**src/rtl/instruction_memory.sv**
```systemverilog
`default_nettype none
// ============================================================================
// Module   : instruction_memory
// Purpose  : Fetch-stage instruction memory. The debug unit loads the program
//            as a big-endian byte stream. A three-state FSM (IDLE/LOAD/DONE)
//            assembles the bytes into NBITS-bit words and writes them from
//            word 0 upward. The read path is combinational and indexed by the
//            program counter.
// Ports    : i_clk, i_rst (async, active-high)
//            i_load_en       - load session enable (level)
//            i_byte_valid    - i_byte carries a program byte this cycle
//            i_byte          - program byte, MSB of each word first
//            i_pc            - byte address from the program counter
//            o_instr         - addressed word (0 when the PC is out of range)
//            o_misaligned    - i_pc[1:0] != 0 (flag only)
//            o_out_of_range  - i_pc >= 4*CELLS
//            o_loading       - FSM is in LOAD
//            o_load_done     - FSM is in DONE (program ready)
//            o_full          - last session ended by filling every cell
//            o_word_count    - words written in the current/last session
// Revision : 1.0 - initial release
// ============================================================================
module instruction_memory #(
    parameter int               NBITS     = 32,
    parameter int               CELLS     = 64,
    parameter logic [NBITS-1:0] HALT_WORD = 32'hFFFF_FFFF
) (
    input  wire logic                      i_clk,
    input  wire logic                      i_rst,
    input  wire logic                      i_load_en,
    input  wire logic                      i_byte_valid,
    input  wire logic [7:0]                i_byte,
    input  wire logic [NBITS-1:0]          i_pc,
    output logic      [NBITS-1:0]          o_instr,
    output logic                           o_misaligned,
    output logic                           o_out_of_range,
    output logic                           o_loading,
    output logic                           o_load_done,
    output logic                           o_full,
    output logic      [$clog2(CELLS):0]    o_word_count
);

    localparam int c_AW = $clog2(CELLS);

    // First byte address past the end of memory.
    localparam logic [NBITS-1:0] c_BYTE_LIMIT = NBITS'(4 * CELLS);

    // Write pointer value when the word being written lands in the last cell.
    localparam logic [c_AW:0] c_LAST_PTR = (c_AW + 1)'(CELLS - 1);

    typedef enum logic [1:0] {
        ST_IDLE = 2'd0,
        ST_LOAD = 2'd1,
        ST_DONE = 2'd2
    } state_t;

    // ------------------------------------------------------------------------
    // State
    // ------------------------------------------------------------------------
    state_t             state_q,    state_d;
    logic [23:0]        asm_q,      asm_d;       // first three bytes of a word
    logic [1:0]         byte_idx_q, byte_idx_d;
    // One bit wider than the cell index so it can count up to CELLS; it also
    // serves as the word count for the session.
    logic [c_AW:0]      wr_ptr_q,   wr_ptr_d;
    logic               full_q,     full_d;

    logic [NBITS-1:0]   mem_q [CELLS];

    // Write port, decided by the FSM
    logic               wr_en;
    logic [NBITS-1:0]   wr_word;
    logic [c_AW-1:0]    wr_addr;

    // ------------------------------------------------------------------------
    // Next-state / datapath control
    // ------------------------------------------------------------------------
    always_comb begin
        state_d    = state_q;
        asm_d      = asm_q;
        byte_idx_d = byte_idx_q;
        wr_ptr_d   = wr_ptr_q;
        full_d     = full_q;
        wr_en      = 1'b0;
        wr_word    = NBITS'({asm_q, i_byte});
        wr_addr    = wr_ptr_q[c_AW-1:0];

        case (state_q)
            ST_IDLE: begin
                // Word count and full flag survive in IDLE so the debug unit
                // can inspect the outcome of the previous session; they are
                // cleared only when a new session starts.
                if (i_load_en) begin
                    state_d    = ST_LOAD;
                    asm_d      = '0;
                    byte_idx_d = '0;
                    wr_ptr_d   = '0;
                    full_d     = 1'b0;
                end
            end

            ST_LOAD: begin
                if (!i_load_en) begin
                    // Abort beats a byte arriving on the same edge. A partial
                    // word is dropped; completed words stay in memory.
                    state_d    = ST_IDLE;
                    asm_d      = '0;
                    byte_idx_d = '0;
                end else if (i_byte_valid) begin
                    if (byte_idx_q == 2'd3) begin
                        wr_en      = 1'b1;
                        wr_ptr_d   = wr_ptr_q + 1'b1;
                        asm_d      = '0;
                        byte_idx_d = '0;
                        // Filling the last cell ends the session as full even
                        // when that word is the halt marker.
                        if (wr_ptr_q == c_LAST_PTR) begin
                            state_d = ST_DONE;
                            full_d  = 1'b1;
                        end else if (wr_word == HALT_WORD) begin
                            state_d = ST_DONE;
                        end
                    end else begin
                        asm_d      = {asm_q[15:0], i_byte};
                        byte_idx_d = byte_idx_q + 2'd1;
                    end
                end
            end

            ST_DONE: begin
                // Bytes are ignored; dropping the enable re-arms the block so
                // the next session needs a fresh 0->1 on i_load_en.
                if (!i_load_en) begin
                    state_d = ST_IDLE;
                end
            end

            default: begin
                state_d = ST_IDLE;
            end
        endcase
    end

    // ------------------------------------------------------------------------
    // Control registers
    // ------------------------------------------------------------------------
    always_ff @(posedge i_clk or posedge i_rst) begin
        if (i_rst) begin
            state_q    <= ST_IDLE;
            asm_q      <= '0;
            byte_idx_q <= '0;
            wr_ptr_q   <= '0;
            full_q     <= 1'b0;
        end else begin
            state_q    <= state_d;
            asm_q      <= asm_d;
            byte_idx_q <= byte_idx_d;
            wr_ptr_q   <= wr_ptr_d;
            full_q     <= full_d;
        end
    end

    // ------------------------------------------------------------------------
    // Storage: cleared by reset so a stale program can never be fetched
    // after a reset, even one that interrupts a load.
    // ------------------------------------------------------------------------
    always_ff @(posedge i_clk or posedge i_rst) begin
        if (i_rst) begin
            for (int i = 0; i < CELLS; i++) begin
                mem_q[i] <= '0;
            end
        end else if (wr_en) begin
            mem_q[wr_addr] <= wr_word;
        end
    end

    // ------------------------------------------------------------------------
    // Read path (combinational). The low two PC bits are flagged but do not
    // affect which word is returned; out-of-range fetches return a NOP (0).
    // ------------------------------------------------------------------------
    logic [c_AW-1:0] rd_addr;

    always_comb begin
        rd_addr        = i_pc[2 +: c_AW];
        o_misaligned   = (i_pc[1:0] != 2'b00);
        o_out_of_range = (i_pc >= c_BYTE_LIMIT);
        o_instr        = o_out_of_range ? '0 : mem_q[rd_addr];
    end

    // ------------------------------------------------------------------------
    // Status outputs
    // ------------------------------------------------------------------------
    assign o_loading    = (state_q == ST_LOAD);
    assign o_load_done  = (state_q == ST_DONE);
    assign o_full       = full_q;
    assign o_word_count = wr_ptr_q;

endmodule
`default_nettype wire

```
**config.mk**
```make
export PLATFORM = sky130hd
export DESIGN_NAME = instruction_memory
export DESIGN_NICKNAME = d
export VERILOG_FILES = /design/src/rtl/instruction_memory.sv
export SDC_FILE = /design/constraint.sdc
export NUM_CORES = 2
export LEC_CHECK = 0
export ABC_AREA = 1
export BUFFER_PORTS_ARGS = -buffer_cell sky130_fd_sc_hd__buf_2
export CAP_MARGIN = 30
export CORE_ASPECT_RATIO = 0.8
export CORE_MARGIN = 2
export CORE_UTILIZATION = 31
export DETAILED_ROUTE_END_ITERATION = 10
export PLACE_DENSITY = 0.48
export SLEW_MARGIN = 0
export SYNTH_ARGS = -nofsm -noshare
export SYNTH_HDL_FRONTEND = slang
export SYNTH_SLANG_ARGS = --single-unit
export TNS_END_PERCENT = 10
```
**constraint.sdc**
```tcl
create_clock -name i_clk -period 116.9 [get_ports i_clk]
set_input_delay 23.38 -clock i_clk [delete_from_list [all_inputs] [get_ports i_clk]]
set_output_delay 23.38 -clock i_clk [all_outputs]
set_load 0.05 [all_outputs]
```
---- After elaboration in Yosys (flattened, before gate mapping) ----
Index checks and enable logic that the tools add are counted.
word-level totals
  register bits ........................... 2084
  bits in latches ......................... 0
  RAM bits ................................ 0
  ROM bits ................................ 0
  input bits .............................. 44
  output and inout bits ................... 44
  logic and storage cells ................. 139
  memories kept ........................... 0
cells by class
  add/subtract/negate cells ............... 2
  multiply operators ...................... 0
  div/mod/pow operators ................... 0
  order comparisons ....................... 4
  equality and inequality tests ........... 14
  shift-type cells ........................ 0
  multiplexer cells ....................... 40
  bitwise logic cells ..................... 2
  reductions and logical operators ........ 8
operators with widths
  kind                                                                 count
  bitwise mux 2048 bit                                                 1
  binary-select mux 32 bit (select 6 bit)                              1
  demux 32 bit (select 6 bit)                                          1
  2-to-1 mux 32 bit                                                    4
  2-to-1 mux 24 bit                                                    4
  case mux 24 bit (2 select lines)                                     1
  == test 32 bit (second input constant)                               1
  greater-or-equal comparator 32 x 9 -> 1 bit (second input constant)  1
  2-to-1 mux 7 bit                                                     4
  2-to-1 mux 2 bit                                                     11
  greater-or-equal comparator 7 bit (second input constant)            2
  NOT 6 -> 7 bit                                                       2
  case mux 7 bit (2 select lines)                                      1
  AND reduction 5 bit                                                  2
  2-to-1 mux 1 bit                                                     9
  inequality test 2 bit (second input constant)                        4
  adder 7 x 1 -> 7 bit (second input constant)                         1
  == test 7 x 6 -> 1 bit (second input constant)                       1
  < comparator 7 x 1 -> 1 bit (second input constant)                  1
  case mux 2 bit (3 select lines)                                      1
  AND reduction 6 bit                                                  1
  == test 2 bit (second input constant)                                2
  inequality test 2 x 1 -> 1 bit (second input constant)               2
  inequality test 4 x 2 -> 1 bit (second input constant)               1
  other kinds (10)                                                     11

---- Logic depth before layout (Yosys ltp) ----
  word-level depth ........................ 7
  gate-level depth with buffers ........... 12
  mapped depth without buffers ............ 10

---- Worst setup path before layout ----
No wires, ideal clock.
  path kind ............................... input port to output port
  start ................................... in i_pc[2]
  end ..................................... out o_instr[31]
  arrival time ............................ 25.409 ns
  data required time ...................... 93.520 ns
  path slack .............................. 68.111 ns
  stages .................................. 12
  path buffers ............................ 4
  path through ............................ buf_2 > buf_2 > clkbuf_1 > clkbuf_1 > nand2_1 > nand3_1 > nand3_1 > nand3_1 > nand3_1 > nand3_1 > nand2_1 > nor2_1
between the ends
  word-level cells in the longest chain between the ends .. 5
  elaborated cells on any way between the ends .. 6
  classes of those cells .................. order compare: 1; mux: 4; bitwise: 1
ends and longest elaborated chain
  what                                                  RTL line  RTL
  start, declared                                       33        input wire logic [NBITS-1:0] i_pc,
  NOT 6 -> 7 bit (not written as such)                  187       o_instr = o_out_of_range ? '0 : mem_q[rd_addr];
  binary-select mux 32 bit (select 6 bit)               187
  2-to-1 mux 32 bit (not written as such) (2 in a row)  187
  2-to-1 mux 32 bit *                                   187
  end, declared                                         34        output logic [NBITS-1:0] o_instr,
Every way passes the cells marked *; elsewhere a longest branch is shown, timed or not. The select of a mux whose other input is x is not followed.

---- Worst setup path after layout ----
  start ................................... in i_pc[2]
  end ..................................... out o_instr[6]
The elaborated chain is that of the path after synthesis.

==> run metrics <==
Core ar. 0.304 mm²; nets@finish 11500; final cell count without fillers 15700; final hold violations 0; register bit total from synthesis 2084; clk sinks 2084; largest net degree at the start of global routing 169; placed cell count 15200; fmax 19.0 MHz; vias 81400; mapped cell area 0.0949 mm²; Initial Utilization 31.2%; Port-buffer cells 87; Hold-fix buffers, CTS 0; Max Fanout on Critical Path 127; vias per cell 5.19; CP top delay family buffers and inverters; total negative slack 0 ps; DRC 0; synth warn 0; Hold WC Path Type register to register; measured slew at the worst slew-check pin 1170 ps; All-Layer GR Usage 21.8%; Final GP Congestion 0.789; critical path's slowest cell buf_4; WP data arrival 29160 ps; CP endpoint kind output port; power per cell area 15.2 mW/mm²; # Max-Cap Violations 0; critical path startpoint category primary input; critical path class primary input to output port; skew final 56.5 ps; hpwl dp 182 mm; Synth Instances 12000; vias in the first global route 79300; Ports 88; CTS root buf clkbuf_16; CP max stage delay 910 ps; Die H 499 µm; Filler cells 31700; Leakage 46.4 nW; post-CTS sizing 0; setup violators final 0; first-pass GRT wire length 522 mm; Skew-Pair Late Insertion Delay 900 ps; maximum vdd drop 0.0000131 V; crit path cell chain buf_8 -> inv_8 -> buf_4 -> buf_4 -> buf_4 -> nand2_1 -> nand3_1 -> nand3_1 -> nand3_1 -> nand3_1 -> nand2_1 -> nor2_1 -> nor2_1 -> buf_2; Die Area 0.311 mm²; row count 181; layout cell share with drive strength beyond 1 6.94%; First DRT Iteration DRCs 7687; P&R area growth vs syn 12.1%; Worst Path Buf+Inv 6; Seq/Total Area, Yosys 55.0%; clk buf depth 4; synth unique cells 29; Slew Viols, Final 0; relative slew slack 22.0%; Net Count, Synth 12000; outcome complete, no violations; RSZ-0062 raised after global routing false; Clock Pin Slew Worst Setup and Hold Paths 60 ps; CP most frequent cell nand3_1; fin crit period 52540 ps; drt pass-1 iters 6; DRT Wirelength 343 mm; CTS Buf Count 234; CTS tree built; Routed Antenna Nets 0; Routed wire per std cell 21.9 µm; initial antenna violation count 4; post-CTS setup repair buffer count 0; final period utilization 44.9%; chip width 623 µm; final global-route overflow total 0; syn avg cell area 7.91 µm²; CP required 93520 ps; H-tree lvl count 4
## cell usage after synthesis (all sizes together)
| cell | count | share of area [%] |
|---|---|---|
| nand2 | 4324 | 17 |
| o21ai | 2087 | 11 |
| dfrtp | 2084 | 55 |
| nand3 | 1806 | 9.5 |
| clkbuf | 908 | 3.6 |
| inv | 304 | 1.2 |
| nor2 | 216 | 0.87 |
| buf | 155 | 0.76 |
| or2 | 50 | 0.33 |
| o22ai | 24 | 0.16 |
| nand4 | 17 | 0.11 |
| nor3 | 12 | 0.11 |
| a21oi | 4 | 0.021 |
| clkinv | 4 | 0.016 |
| nor3b | 3 | 0.024 |
| ha | 2 | 0.026 |
| nor4 | 2 | 0.029 |
| xor2 | 1 | 0.0092 |
## routing by layer
metal	GRT usage, %	vias to the layer above	part of all wire (%)
met4	5.88	0	2.7
met2	35.7	2532	46
met5	0	-	0
met3	2.56	497	5.5
met1	30.4	40300	46
li1	-	38000	-
## registers in the layout, indices dropped and copies added, names as in the netlist
name	cells
mem_q	2048
asm_q	24
state_q	2
o_word_count	7
byte_idx_q	2
o_full	1
## placed cells by master (no fill, tap or decap), drive strengths merged, types with 4 or more instances in the layout
master,n
or2,50
buf,284
a21oi,4
dfrtp,2084
nand2,4324
nand3,1806
nand4,17
bufinv,14
nor3,12
o22ai,24
nor2,216
o21ai,2087
clkinv,35
clkbuf,365
inv,309
## power by group
part	internal [mW]	total [mW]	switching, mW	leakage (nW)
combinational	0.0228	0.138	0.115	13.4
sequential	0.724	0.726	0.00220	29.1
clock	0.444	0.752	0.307	3.84
total	1.19	1.62	0.425	46.4
## worst paths after layout
check / slack, ps / startpoint / depth (start not counted) / end
max in group asynchronous: 89710 / i_rst / 8 / mem_q[257]
setup / recovery: 64360 / i_pc[2] / 14 / o_instr[6]
setup reg to reg: 113180 / state_q[1] / 11 / mem_q[288]
hold / removal: 470 / mem_q[183] / 2 / mem_q[183]
hold reg to reg: 470 / mem_q[183] / 2 / mem_q[183]
min in group asynchronous: 22580 / i_rst / 2 / mem_q[1564]
## through the flow
stage / power [mW] / instance area (µm²) / util (%) / hold WS, ps / setup slack [ps]
floorplan: 0.822 / 94900 / - / 445 / 34650
global placement: 0.876 / 97900 / 32.2 / 458 / 64530
detailed placement: 0.877 / 98300 / 32.3 / 465 / 64530
CTS: 1.63 / 106000 / 34.9 / 479 / 64510
global route: 1.67 / 106000 / 34.9 / 497 / 64200
finish: 1.62 / 106000 / 34.9 / 475 / 64360
## layout make-up
class | count | area (µm²) | area share [%]
Clock buffer | 364 | 7110 | 6.68
Timing Repair Buffer | 285 | 2640 | 2.48
Inverter | 308 | 1190 | 1.12
Clock inverter | 51 | 638 | 0.600
Multi-Input combinational cell | 8548 | 37600 | 35.3
Sequential cell | 2084 | 52200 | 49.0
Tap cell | 4026 | 5040 | 4.74
Antenna cell | 3 | 7.51 | 0.00706
## logic make-up (layout without fill, tap and decap cells)
group,count (synthesis),count (layout),share of synthesized area (%)
AND/OR/NAND/NOR,6430,6430,28.2
AO/OA/AOI/OAI,2115,2115,11.2
flip-flops,2084,2084,55.0
buffers and inverters,1371,1008,5.57
adder cells (fa/ha/maj),2,2,0.0264
XOR/XNOR,1,1,0.00923
other,0,3,0
## worst reg2reg max path, cell delays in order (launching register included)
cell and delay (ps):
dfrtp_1 420, inv_2 80, nand2_1 100, nor2_4 150
nand3_4 150, inv_2 710, nand2_2 220, nor3_4 530
nand2_4 470, buf_4 540, nand2_1 130, o21ai_1 80
Power figures use the tool's default switching activity.
